File: config.mk
export PLATFORM = sky130hd
export DESIGN_NAME = cu_command_arbiter_rr
export DESIGN_NICKNAME = d
export VERILOG_FILES = /design/src/rtl/cu_command_arbiter_rr.sv
export SDC_FILE = /design/constraint.sdc
export NUM_CORES = 1
export LEC_CHECK = 0
export CORE_AREA = 2 2 275 250
export CTS_CLUSTER_DIAMETER = 50
export DETAILED_ROUTE_END_ITERATION = 8
export DIE_AREA = 0 0 277 252
export DONT_BUFFER_PORTS = 1
export GPL_TIMING_DRIVEN = 0
export PLACE_DENSITY = 0.67
export SLEW_MARGIN = 15
export SYNTH_ARGS = -nofsm -noshare
export SYNTH_HDL_FRONTEND = slang
export SYNTH_SLANG_ARGS = --single-unit
File: constraint.sdc
create_clock -name clock -period 5.14 [get_ports clock]
set_clock_uncertainty 0.2 [all_clocks]
set_input_delay 0.257 -clock clock [delete_from_list [all_inputs] [get_ports clock]]
set_output_delay 0.257 -clock clock [all_outputs]
set_load 0.02 [all_outputs]
File: src/rtl/cu_command_arbiter_rr.sv
// Round-robin arbiter sharing one downstream command buffer between NUM_REQ requester FIFOs.
// Define CU_CMD_ARB_STATS_EN to build the grant/stall statistics counters.
package cu_command_arbiter_rr_pkg;
    typedef struct packed {
        logic        valid;
        logic [3:0]  opcode;
        logic [31:0] address;
        logic [7:0]  tag;
    } CommandBufferLine;

    typedef struct packed {
        logic alempty;
        logic empty;
        logic alfull;
        logic full;
    } BufferStatus;
endpackage

module cu_command_arbiter_rr
    import cu_command_arbiter_rr_pkg::*;
#(
    parameter int NUM_REQ    = 2,
    parameter int FIFO_DEPTH = 8
) (
    input  logic                 clock,
    input  logic                 rstn,
    input  logic                 arbiter_enabled_in,
    input  CommandBufferLine     requester_command_in [NUM_REQ],
    input  BufferStatus          command_buffer_status,
    output BufferStatus          requester_buffer_status_out [NUM_REQ],
    output CommandBufferLine     command_arbiter_out,
    output logic [NUM_REQ-1:0]   command_arbiter_grant_out,
    output logic [NUM_REQ-1:0]   overflow_error_out,
    output logic [31:0]          grant_count_out [NUM_REQ],
    output logic [31:0]          stall_count_out
);
    localparam int PTR_W = $clog2(FIFO_DEPTH);
    localparam int CNT_W = PTR_W + 1;
    localparam int IDX_W = $clog2(NUM_REQ);
    localparam logic [CNT_W-1:0] FULL_CNT   = CNT_W'(FIFO_DEPTH);
    localparam logic [CNT_W-1:0] ALFULL_CNT = CNT_W'(FIFO_DEPTH - 3);

    CommandBufferLine   in_q     [NUM_REQ];
    CommandBufferLine   in_d     [NUM_REQ];
    CommandBufferLine   mem_q    [NUM_REQ][FIFO_DEPTH];
    CommandBufferLine   mem_d    [NUM_REQ][FIFO_DEPTH];
    logic [PTR_W-1:0]   wr_ptr_q [NUM_REQ];
    logic [PTR_W-1:0]   wr_ptr_d [NUM_REQ];
    logic [PTR_W-1:0]   rd_ptr_q [NUM_REQ];
    logic [PTR_W-1:0]   rd_ptr_d [NUM_REQ];
    logic [CNT_W-1:0]   cnt_q    [NUM_REQ];
    logic [CNT_W-1:0]   cnt_d    [NUM_REQ];
    BufferStatus        status_q [NUM_REQ];
    BufferStatus        status_d [NUM_REQ];
    logic [IDX_W-1:0]   rr_ptr_q, rr_ptr_d;
    logic [NUM_REQ-1:0] overflow_q, overflow_d;
    CommandBufferLine   out_q, out_d;
    logic [NUM_REQ-1:0] grant_q, grant_d;

    logic [NUM_REQ-1:0] eligible, push, pop;
    logic [IDX_W-1:0]   winner, cand;
    logic               found, grant_en;
    logic               unused_status;

    assign unused_status = ^{command_buffer_status.alempty, command_buffer_status.empty,
                             command_buffer_status.full};

    // Search starts at rr_ptr and wraps; first non-empty FIFO wins.
    always_comb begin
        found  = 1'b0;
        winner = '0;
        cand   = '0;
        for (int i = 0; i < NUM_REQ; i++) begin
            eligible[i] = (cnt_q[i] != '0);
        end
        for (int k = 0; k < NUM_REQ; k++) begin
            cand = IDX_W'((int'(rr_ptr_q) + k) % NUM_REQ);
            if (!found && eligible[cand]) begin
                found  = 1'b1;
                winner = cand;
            end
        end
        grant_en = arbiter_enabled_in && !command_buffer_status.alfull && found;

        rr_ptr_d = rr_ptr_q;
        out_d    = '0;
        grant_d  = '0;
        if (grant_en) begin
            rr_ptr_d       = (winner == IDX_W'(NUM_REQ - 1)) ? '0 : winner + IDX_W'(1);
            out_d          = mem_q[winner][rd_ptr_q[winner]];
            out_d.valid    = 1'b1;
            grant_d[winner] = 1'b1;
        end
    end

    // Inputs are registered first; full is judged on the count before this edge.
    always_comb begin
        mem_d = mem_q;
        for (int i = 0; i < NUM_REQ; i++) begin
            in_d[i]       = requester_command_in[i];
            push[i]       = in_q[i].valid && (cnt_q[i] != FULL_CNT);
            pop[i]        = grant_en && (winner == IDX_W'(i));
            overflow_d[i] = overflow_q[i] | (in_q[i].valid && (cnt_q[i] == FULL_CNT));
            wr_ptr_d[i]   = wr_ptr_q[i];
            rd_ptr_d[i]   = rd_ptr_q[i];
            if (push[i]) begin
                mem_d[i][wr_ptr_q[i]] = in_q[i];
                wr_ptr_d[i]           = wr_ptr_q[i] + PTR_W'(1);
            end
            if (pop[i]) begin
                rd_ptr_d[i] = rd_ptr_q[i] + PTR_W'(1);
            end
            cnt_d[i]           = cnt_q[i] + CNT_W'(push[i]) - CNT_W'(pop[i]);
            status_d[i]        = '0;
            status_d[i].empty  = (cnt_q[i] == '0);
            status_d[i].alfull = (cnt_q[i] >= ALFULL_CNT);
            status_d[i].full   = (cnt_q[i] == FULL_CNT);
        end
    end

    always_ff @(posedge clock) begin
        if (!rstn) begin
            for (int i = 0; i < NUM_REQ; i++) begin
                in_q[i]           <= '0;
                wr_ptr_q[i]       <= '0;
                rd_ptr_q[i]       <= '0;
                cnt_q[i]          <= '0;
                status_q[i]       <= '0;
                status_q[i].empty <= 1'b1;
            end
            rr_ptr_q   <= '0;
            overflow_q <= '0;
            out_q      <= '0;
            grant_q    <= '0;
        end else begin
            in_q       <= in_d;
            wr_ptr_q   <= wr_ptr_d;
            rd_ptr_q   <= rd_ptr_d;
            cnt_q      <= cnt_d;
            status_q   <= status_d;
            rr_ptr_q   <= rr_ptr_d;
            overflow_q <= overflow_d;
            out_q      <= out_d;
            grant_q    <= grant_d;
        end
    end

    // Storage needs no reset: occupancy is tracked by the counts alone.
    always_ff @(posedge clock) begin
        mem_q <= mem_d;
    end

    assign requester_buffer_status_out = status_q;
    assign command_arbiter_out         = out_q;
    assign command_arbiter_grant_out   = grant_q;
    assign overflow_error_out          = overflow_q;

`ifdef CU_CMD_ARB_STATS_EN
    logic [31:0] grant_cnt_q [NUM_REQ];
    logic [31:0] grant_cnt_d [NUM_REQ];
    logic [31:0] stall_cnt_q, stall_cnt_d;

    always_comb begin
        for (int i = 0; i < NUM_REQ; i++) begin
            grant_cnt_d[i] = grant_cnt_q[i] + 32'(pop[i]);
        end
        stall_cnt_d = stall_cnt_q
                    + 32'(|eligible && arbiter_enabled_in && command_buffer_status.alfull);
    end

    always_ff @(posedge clock) begin
        if (!rstn) begin
            for (int i = 0; i < NUM_REQ; i++) begin
                grant_cnt_q[i] <= '0;
            end
            stall_cnt_q <= '0;
        end else begin
            grant_cnt_q <= grant_cnt_d;
            stall_cnt_q <= stall_cnt_d;
        end
    end

    assign grant_count_out = grant_cnt_q;
    assign stall_count_out = stall_cnt_q;
`else
    always_comb begin
        for (int i = 0; i < NUM_REQ; i++) begin
            grant_count_out[i] = '0;
        end
    end
    assign stall_count_out = '0;
`endif

endmodule

* Yosys cells after proc, flatten, opt, wreduce, memory -nomap -nowiden
Index checks and enable logic that the tools add are counted.
W data, S select, Z words.
** Operators by class
- Divide/modulo/power cells :: 0
- Reductions and logical operators :: 19
- Bitwise operators :: 7
- Magnitude comparators :: 12
- Equal/unequal tests :: 4
- Multiply operators :: 0
- Add/sub/neg operators :: 10
- Muxes and demuxes :: 27
- Shifts and indexed selects :: 0
** Operators by type and width (number)
- $mux W360 :: 3
- $bwmux W360 :: 2
- $demux W45 S3 :: 2
- $bmux W45 S3 :: 1
- $mux W45 :: 3
- $mux W44 :: 2
- $add A3 B1 Y3 const B :: 4
- $ge A4 B4 Y1 const B :: 3
- $logic_and A1 B1 Y1 :: 12
- $not A3 Y4 :: 3
- $mux W1 :: 10
- $mux W3 :: 3
- $add A4 B1 Y4 :: 2
- $eq A4 B4 Y1 const B :: 2
- $ge A4 B3 Y1 const B :: 2
- $logic_not A4 Y1 :: 2
- $lt A4 B1 Y1 const B :: 2
- $ne A4 B4 Y1 const B :: 2
- $reduce_bool A4 Y1 :: 2
- $sub A4 B1 Y4 :: 2
- $lt A1 B2 Y1 const B :: 3
- $add A1 B1 Y1 const B :: 2
- $ge A2 B2 Y1 const B :: 1
- $logic_not A1 Y1 :: 2
- 6 further kinds :: 7
** Storage, ports and cells
- Register bits after elaboration :: 888
- Bits in writable memories :: 0
- Memories :: 0
- Logic and storage cells :: 172
- Bits in latches :: 0
- Input port bits :: 97
- Bits in read-only memories :: 0

* Longest topological paths before layout
Gate-level depths: netlist of run 1.
- Word-level depth :: 16
- Mapped depth :: 12

* Worst setup path before layout of run 1
No wires, ideal clock.
- Path type :: reg2reg
- From :: register cnt_q[2] (netlist bit)
- To :: register mem_q[315] (netlist bit), enable pin
- Data arrival time :: 4147 ps
- Setup time :: 500 ps
- Period minus slack after synthesis :: 4847 ps
- Stages on the path, launching flop included :: 6
- Setup slack :: 293 ps
- Buffers on the path :: 0
- Cells stage by stage :: dfxtp_1 inv_1 ha_1 a21boi_0 nand2b_1 nor3_1
** On the way
- Longest elaborated chain between the ends :: 2
** RTL lines
- start, declared :: RTL line 51 : logic [CNT_W-1:0] cnt_q [NUM_REQ];
- start signal, assigned :: RTL line 139 : cnt_q <= cnt_d;
- $ne A4 B4 Y1 :: RTL line 101 : push[i] = in_q[i].valid && (cnt_q[i] != FULL_CNT);
- $logic_and A1 B1 Y1 :: RTL line 101
- end signal, assigned :: RTL line 150 : mem_q <= mem_d;
- end, declared :: RTL line 45 : CommandBufferLine mem_q [NUM_REQ][FIFO_DEPTH];
Every way passes these cells.
A chain may end at the register's enable or synchronous reset.

* Final worst setup path of run 1
- From :: register cnt_q[6] (netlist bit)
- To :: register out_q (netlist bit command_arbiter_out[15])
** On the way
- Longest elaborated chain between the ends :: 15
- Elaborated cells between the ends (all ways) :: 24
- Those cells by class :: 17 x mux; 2 x bitwise; 5 x reduce/logical
** RTL lines
- $reduce_bool A4 Y1 * :: RTL line 74 : eligible[i] = (cnt_q[i] != '0);
- $mux W1 (not written as such) (2 in series) :: RTL line 78 : if (!found && eligible[cand]) begin
- $mux W1 :: RTL line 78
- $logic_not A1 Y1 :: RTL line 78
- $logic_and A1 B1 Y1 :: RTL line 78
- $mux W1 :: RTL line 78
- $not A1 Y2 (not written as such) :: RTL line 90 : out_d = mem_q[winner][rd_ptr_q[winner]];
- $mux W3 (not written as such) (3 in series) :: RTL line 90
- $not A3 Y4 (not written as such) :: RTL line 90
- $bmux W45 S3 :: RTL line 90
- $mux W44 (not written as such) (2 in series) :: RTL line 90
- end signal, assigned :: RTL line 143 : out_q <= out_d;
- end, declared :: RTL line 57 : CommandBufferLine out_q, out_d;
Every way passes the cells marked *; elsewhere a longest branch is shown, timed or not. The select of a mux whose other input is x is not followed.

==> summary.md, run 1 <==
| Metric | Value |
|---|---|
| Netlist area before placement | `0.03323 mm2` |
| Critical Path RT | `5.41 ns` |
| Ports | `250` |
| Leakage | `13.66 nW` |
| Horiz. Die Dim | `277 um` |
| Setup crit start kind | `flip-flop` |
| Final setup fails | `0` |
| Layout cells sized above 1 | `0.1932` |
| Number of synthesized flops with an enable pin | `704` |
| Max_slew headroom | `0.2542` |
| Vias in the first global route | `18250` |
| Synth top area share | `0.6362` |
| Post-DP Area | `0.03564 mm2` |
| First-pass GRT wire length | `119700 um` |
| GR Overflow Total | `0` |
| Top FF cell, synth | `edfxtp_1` |
| CTS tree | `built` |
| Final WL | `83400 um` |
| Clock slew at reported path FFs | `0.06 ns` |
| Least-Margin Pin Slew | `1.119 ns` |
| Initial core utilization | `0.4985` |
| Max Cap Viol | `0` |
| Fin nets | `2395` |
| CP Max Fanout | `10` |
| Dominant cell type by area after synthesis | `edfxtp_1` |
| Via density | `5.685` |
| Core Box Area | `0.06666 mm2` |
| Post-route ant nets | `0` |
| Slew Viols, Final | `0` |
| Cell count after synthesis | `1936` |
| Synth warn | `0` |
| WHS Path Cells | `2` |
| Worst-case reg-to-reg path depth | `9` |
| CTS Root Cell | `clkbuf_16` |
| Synth cell types | `47` |
| Clock latency on the worst-skew pair | `0.65 ns` |
| Hold buffer count at CTS | `100` |
| IO buf count | `0` |
| FFs w/ async S/R, synth | `0` |
| Max Clock Freq | `273.1 MHz` |
| WP data arrival | `3.93 ns` |
| Cell family with most CP delay | `compound AO/OA/AOI/OAI gates` |
| H-tree depth | `3` |
| Sum Neg Setup Slack | `0 ns` |
| Syn avg cell area | `17.16 um2` |
| Hold Path Class | `in -> reg` |
| Die footprint | `0.06980 mm2` |
| VDD IR max | `0.0003047 V` |
| Crit-path cells | `inv_1 -> ha_1 -> or3b_1 -> buf_4 -> a21o_1 -> o22ai_2 -> buf_2 -> o221ai_1 -> a31oi_1` |
| Most frequent cell after synthesis | `edfxtp_1` |
| Hpwl dp | `55090 um` |
| Final critical-path required period | `3.661 ns` |
| GRT Overall Usage | `0.2365` |
| Vias | `18360` |
| FF+latch area | `0.02446 mm2` |
| Multi-input logic area | `0.007943 mm2` |
| Start point of the worst min-delay path | `requester_command_in[35]` |
| Filler cells | `4877` |
| Crit path capture type | `flip-flop` |
| Status | `finished, final reports clean` |
| Final Wtd Congestion | `0.7943` |
| Initial DRC count | `1955` |
| Worst R2R Setup Slack | `1.48 ns` |
| Power Density | `461.3 mW/mm2` |
| Final core area utilization | `0.5968` |
| Post-CTS setup buffer count | `0` |
| Crit share post-route | `0.7123` |
| Finished Cell Area | `0.03979 mm2` |
| Flops & latches, synth | `870` |
| Die Ht | `252 um` |
| Main area contributors after synthesis | `edfxtp_1, dfxtp_1, mux2i_1` |
| Sink Count | `870` |
| RSZ-0062 raised after global routing | `no` |
| Fin. Hold Viols | `0` |
| Clk buf depth | `3` |
| Detailed-route wire length per cell | `25.82 um` |
| Pin count of the biggest net entering global routing | `22` |
| Post-CTS sizing | `0` |
| CTS buffer count | `91` |
| Sequential area share after synthesis | `0.7362` |
| Most frequent cells after synthesis | `edfxtp_1, mux2i_1, dfxtp_1` |
| Worst hold endpoint | `in_q[35]$_SDFF_PN0_` |
| Layout area overhead | `19.73%` |
| Rows | `90` |
| WP buf/inv | `3` |
| RR Endpoint | `command_arbiter_out[15]$_SDFF_PN0_` |
| Router iterations before antenna repair | `6` |
| Initial antenna violation count | `6` |
| CP max-delay cell | `o22ai_2` |
| # DRC | `0` |
| Critical Path Max Stage Delay | `0.68 ns` |
| Kind of critical path | `reg -> reg` |
| R2r startpoint | `cnt_q[6]$_SDFF_PN0_` |
==> metal layers <==
layer  track usage  vias to the layer above  part of all wire
met5             0                        -           0.00056
met2        0.3963                      921              0.49
met3       0.04491                      151             0.084
li1              -                     7993                 -
met4       0.06196                        6             0.022
met1        0.3194                     9293              0.40
==> through the flow <==
stage | worst slack (ns) | hold WS, ns | power (mW) | std cells
after CTS | 1.593 | 0.03616 | 18.42 | 3229
after global routing | 1.395 | 0.05633 | 18.92 | 3230
after floorplan | 0.2932 | 0.1843 | 10.62 | 2033
after detailed placement | 1.626 | 0.1873 | 11.67 | 2959
final | 1.479 | 0.06915 | 18.35 | 3230
after global placement | -3.552 | 0.1851 | 11.57 | 2907
==> logic make-up after synthesis <==
group                    Yosys count  synth area share
adder cells (fa/ha/maj)           20          0.007982
buffers and inverters            220           0.03908
AND/OR/NAND/NOR                  255           0.04142
XOR/XNOR                          10          0.002636
flip-flops                       870            0.7362
other                              1         0.0001128
multiplexers                     310            0.1099
AO/OA/AOI/OAI                    250           0.06265
==> how the worst max path moves through the flow <==
stage,startpoint,endpoint,slack [ns],depth (start not counted)
after floorplan,cnt_q[2]$_SDFF_PN0_,mem_q[315]$_DFFE_PP_,0.29,5
after global placement,cnt_q[1]$_SDFF_PN0_,mem_q[339]$_DFFE_PP_,-3.55,4
after detailed placement,cnt_q[2]$_SDFF_PN0_,command_arbiter_out[15]$_SDFF_PN0_,1.63,9
after CTS,cnt_q[2]$_SDFF_PN0_,command_arbiter_out[15]$_SDFF_PN0_,1.59,9
after global routing,cnt_q[7]$_SDFF_PN0_,command_arbiter_out[15]$_SDFF_PN0_,1.40,9
final,cnt_q[6]$_SDFF_PN0_,command_arbiter_out[15]$_SDFF_PN0_,1.48,9
==> registers in the layout, indices dropped and copies added (netlist names) <==
signal,flops
rr_ptr_q,1
wr_ptr_q,6
mem_q,704
requester_buffer_status_out,6
cnt_q,8
overflow_error_out,2
command_arbiter_out,45
rd_ptr_q,6
in_q,90
command_arbiter_grant_out,2
==> cell type report <==
class | instances | share of cell area
Sequential cell | 870 | 0.6149
Multi-Input combinational cell | 943 | 0.1996
Clock buffer | 130 | 0.06739
Timing Repair Buffer | 152 | 0.04616
Buffer | 204 | 0.03120
Tap cell | 874 | 0.02749
Clock inverter | 40 | 0.01170
Inverter | 16 | 0.001509
Antenna cell | 1 | 0.00006290
==> power breakdown <==
group | switching (mW) | internal (mW) | total [mW]
logic | 2.09 | 1.39 | 3.47
registers | 0.264 | 7.87 | 8.13
clock network | 2.73 | 4.02 | 6.75
total | 5.08 | 13.3 | 18.4
==> cell usage in the layout, fill, tap and decap left out, drive strengths merged, types with 46 or more instances in the layout <==
cell and count:
o21ai 48, clkbuf 180, dlygate4sd3 100, and2 105, buf 206, dfxtp 166, a31oi 46, nand2 61
edfxtp 704, conb 98, mux2i 266, a21o 47
(Power assumes the default switching activity.)
==> run 2, diff against run 1 <==
PLACE_DENSITY = default   (was 0.67)
clock period = 3.4 ns   (was 5.14 ns; I/O delays follow)
==> run 2 against run 1 <==
  * Die area did not move
  * Total power rose by 49%
  * Via count fell by 0.63%
  * Routed wire length fell by 0.93%
  * First-iteration DRC count fell by 20%
  * Fmax rose by 8.6%
  * Register-to-register slack got worse by 1.4 ns
  * Critical path type unchanged
==> summary.md, run 2 (synthesis gave the netlist of run 1 again) <==
| Metric | Value |
|---|---|
| Via density | `5.528 (-2.8%)` |
| Logic pwr share | `0.195 (+0.006)` |
| Fin nets | `2466 (+3.0%)` |
| Sum Neg Setup Slack | `0 ns (unchanged)` |
| Hpwl dp | `54610 um (-0.88%)` |
| Crit share post-route | `0.9912 (+0.2789)` |
| Final critical-path required period | `3.370 ns (-0.2912 ns)` |
| Max_slew headroom | `0.2339 (-0.02031)` |
| Most common cell after layout, fill and taps aside | `edfxtp_1` |
| # DRC | `0 (unchanged)` |
| Setup crit start kind | `flip-flop` |
| Layout area overhead | `22.03%` |
| Vias | `18250 (-0.63%)` |
| Critical Path Max Stage Delay | `0.58 ns (-0.10 ns)` |
| Least-Margin Pin Slew | `1.149 ns (+0.03047 ns)` |
| Die Ht | `252 um (unchanged)` |
| Rows | `90 (unchanged)` |
| Die footprint | `0.06980 mm2 (unchanged)` |
| CP max-delay cell | `nor3b_2` |
| Status | `finished, final reports clean` |
| CP Max Fanout | `10 (unchanged)` |
| WP data arrival | `3.64 ns (-0.29 ns)` |
| Crit-path cells | `inv_1 -> ha_1 -> nor3b_2 -> a211oi_4 -> buf_12 -> buf_4 -> o22ai_4 -> buf_2 -> o221ai_1 -> a31oi_1` |
| GRT Overall Usage | `0.2355 (-0.0009304)` |
| Ports | `250 (unchanged)` |
| Max Clock Freq | `296.7 MHz (+8.6%)` |
| Dpl ws | `-0.1669 ns (-1.793 ns)` |
| Clock latency on the worst-skew pair | `0.64 ns (about the same)` |
| Router iterations before antenna repair | `5 (-1)` |
| Critical Path RT | `3.67 ns (-1.74 ns)` |
| Slew Viols, Final | `0 (unchanged)` |
| Clock share of power | `0.356 (-0.012)` |
| Layout cells sized above 1 | `0.1879 (-0.005320)` |
| Reg with most FFs | `mem_q` |
| CTS tree | `built` |
| First-pass GRT wire length | `119700 um (about the same)` |
| Initial antenna violation count | `2 (-4)` |
| Leakage | `14.01 nW (+2.5%)` |
| ANT cells | `0 (-1)` |
| Max Cap Viol | `0 (unchanged)` |
| Detailed-route wire length per cell | `25.03 um (-3.1%)` |
| Number of flip-flops in the largest register | `704 (unchanged)` |
| Initial core utilization | `0.4985 (unchanged)` |
| Horiz. Die Dim | `277 um (unchanged)` |
| Final WL | `82620 um (-0.93%)` |
| CTS Root Cell | `clkbuf_16` |
| Psw | `7.684 mW (+51%)` |
| Post-route ant nets | `0 (unchanged)` |
| Final Worst Setup Slack | `0.02983 ns (-1.449 ns)` |
| Power Density | `674.7 mW/mm2 (+46%)` |
| Final setup fails | `0 (unchanged)` |
| Seq pwr share | `0.449 (+0.006)` |
| Clock slew at reported path FFs | `0.06 ns (about the same)` |
| Initial DRC count | `1560 (-20%)` |
| Most frequent cells in the layout | `edfxtp_1, mux2i_1, dlygate4sd3_1` |
| VDD IR max | `0.0003428 V (+13%)` |
| Pin count of the biggest net entering global routing | `22 (unchanged)` |
| Final Wtd Congestion | `0.7687 (-3.2%)` |
| Power Internal | `19.68 mW (+48%)` |
| IO buf count | `0 (unchanged)` |
| Crit path capture type | `flip-flop` |
| GR Overflow Total | `0 (unchanged)` |
| Clk buf depth | `3 (unchanged)` |
| Switch share | `0.2808 (+0.004033)` |
| Fin. Hold Viols | `0 (unchanged)` |
| H-tree depth | `3 (unchanged)` |
| Hold Path Class | `in -> reg` |
| Core Box Area | `0.06666 mm2 (unchanged)` |
| RSZ-0062 raised after global routing | `yes` |
| Sink Count | `870 (unchanged)` |
| Vias in the first global route | `18120 (-0.73%)` |
| CTS buffer count | `92 (+1.1%)` |
| Kind of critical path | `reg -> reg` |
[run 2: cell types whose count changed in the layout (fill, tap and decap cells not counted), sizes merged]
cell	delta
inv	+9
bufinv	-7
dlygate4sd3	+71
clkdlybuf4s15	+1
clkinvlp	-3
buf	-1
clkinv	-2
diode	-1
clkbuf	+4
[run 2: power groups by stage]
| stage | Sequential [mW] | Combinational, mW | Clock, mW |
|---|---|---|---|
| final | 12.3 | 5.34 | 9.73 |
| after floorplan | 12.4 | 3.63 | 0 |
| after CTS | 12.3 | 5.29 | 9.90 |
| after global placement | 12.5 | 4.98 | 0 |
| after detailed placement | 12.5 | 5.10 | 0 |
| after global routing | 12.3 | 5.66 | 10.3 |
[run 2: final cells by class]
type / count / area, um2
plain buffers: 204 / 1254
clock buffers: 135 / 2703
clock inverters: 37 / 281.5
fillers: 4950 / 26110
inverters: 16 / 60.06
multi-input cells: 943 / 8026
flip-flops and latches: 870 / 24460
well taps: 874 / 1094
repair buffers: 222 / 2670
[run 2: worst paths after layout]
check,startpoint,endpoint,slack [ns],depth (start not counted)
worst max-delay path,cnt_q[2]$_SDFF_PN0_,command_arbiter_out[21]$_SDFF_PN0_,0.03,10
worst max register to register,cnt_q[2]$_SDFF_PN0_,command_arbiter_out[21]$_SDFF_PN0_,0.03,10
worst min register to register,wr_ptr_q[0]$_SDFFE_PN0P_,wr_ptr_q[0]$_SDFFE_PN0P_,0.31,2
worst min-delay path,requester_command_in[1],in_q[1]$_SDFF_PN0_,0.03,2
[run 2: per-stage QoR]
step / utilization / total power [mW] / instance area, um2 / instances / hold WS [ns]
CTS: 0.6064 / 27.48 / 40420 / 3294 / 0.0002087
global route: 0.6083 / 28.33 / 40550 / 3301 / 0.01422
global placement: 0.5206 / 17.50 / 34710 / 2907 / 0.09911
finish: 0.6083 / 27.36 / 40550 / 3301 / 0.03175
detailed placement: 0.5350 / 17.62 / 35670 / 2946 / 0.1003
floorplan: - / 16.05 / 33610 / 2033 / 0.09729
[run 2: worst max-delay path, delay by kind of cell (launching register included)]
family | cells | cell delay (ns)
compound gates | 4 | 1.07
buf+inv | 4 | 0.84
simple gates | 1 | 0.58
flops | 1 | 0.31
fa+ha+maj | 1 | 0.18
[run 2: what timing repair did]
| item | 4_1_cts | 5_1_grt |
|---|---|---|
| cloned | 0 | 0 |
| hold buffers | 171 | 0 |
| pin swaps | 3 | 3 |
| buffers inserted | 5 | 7 |
| hold endpoints to repair | 115 | 0 |
| endpoints found under the setup margin | 59 | 41 |
| gates resized for setup | 7 | 9 |
[run 2: routing by layer]
metal  share of wire  vias to the layer above  global-route usage
li1                -                     8142                   -
met1            0.42                     9333              0.3230
met2            0.49                      655              0.3932
met3           0.062                      116             0.03963
met4           0.021                        2             0.06165
met5         0.00016                        -                   0
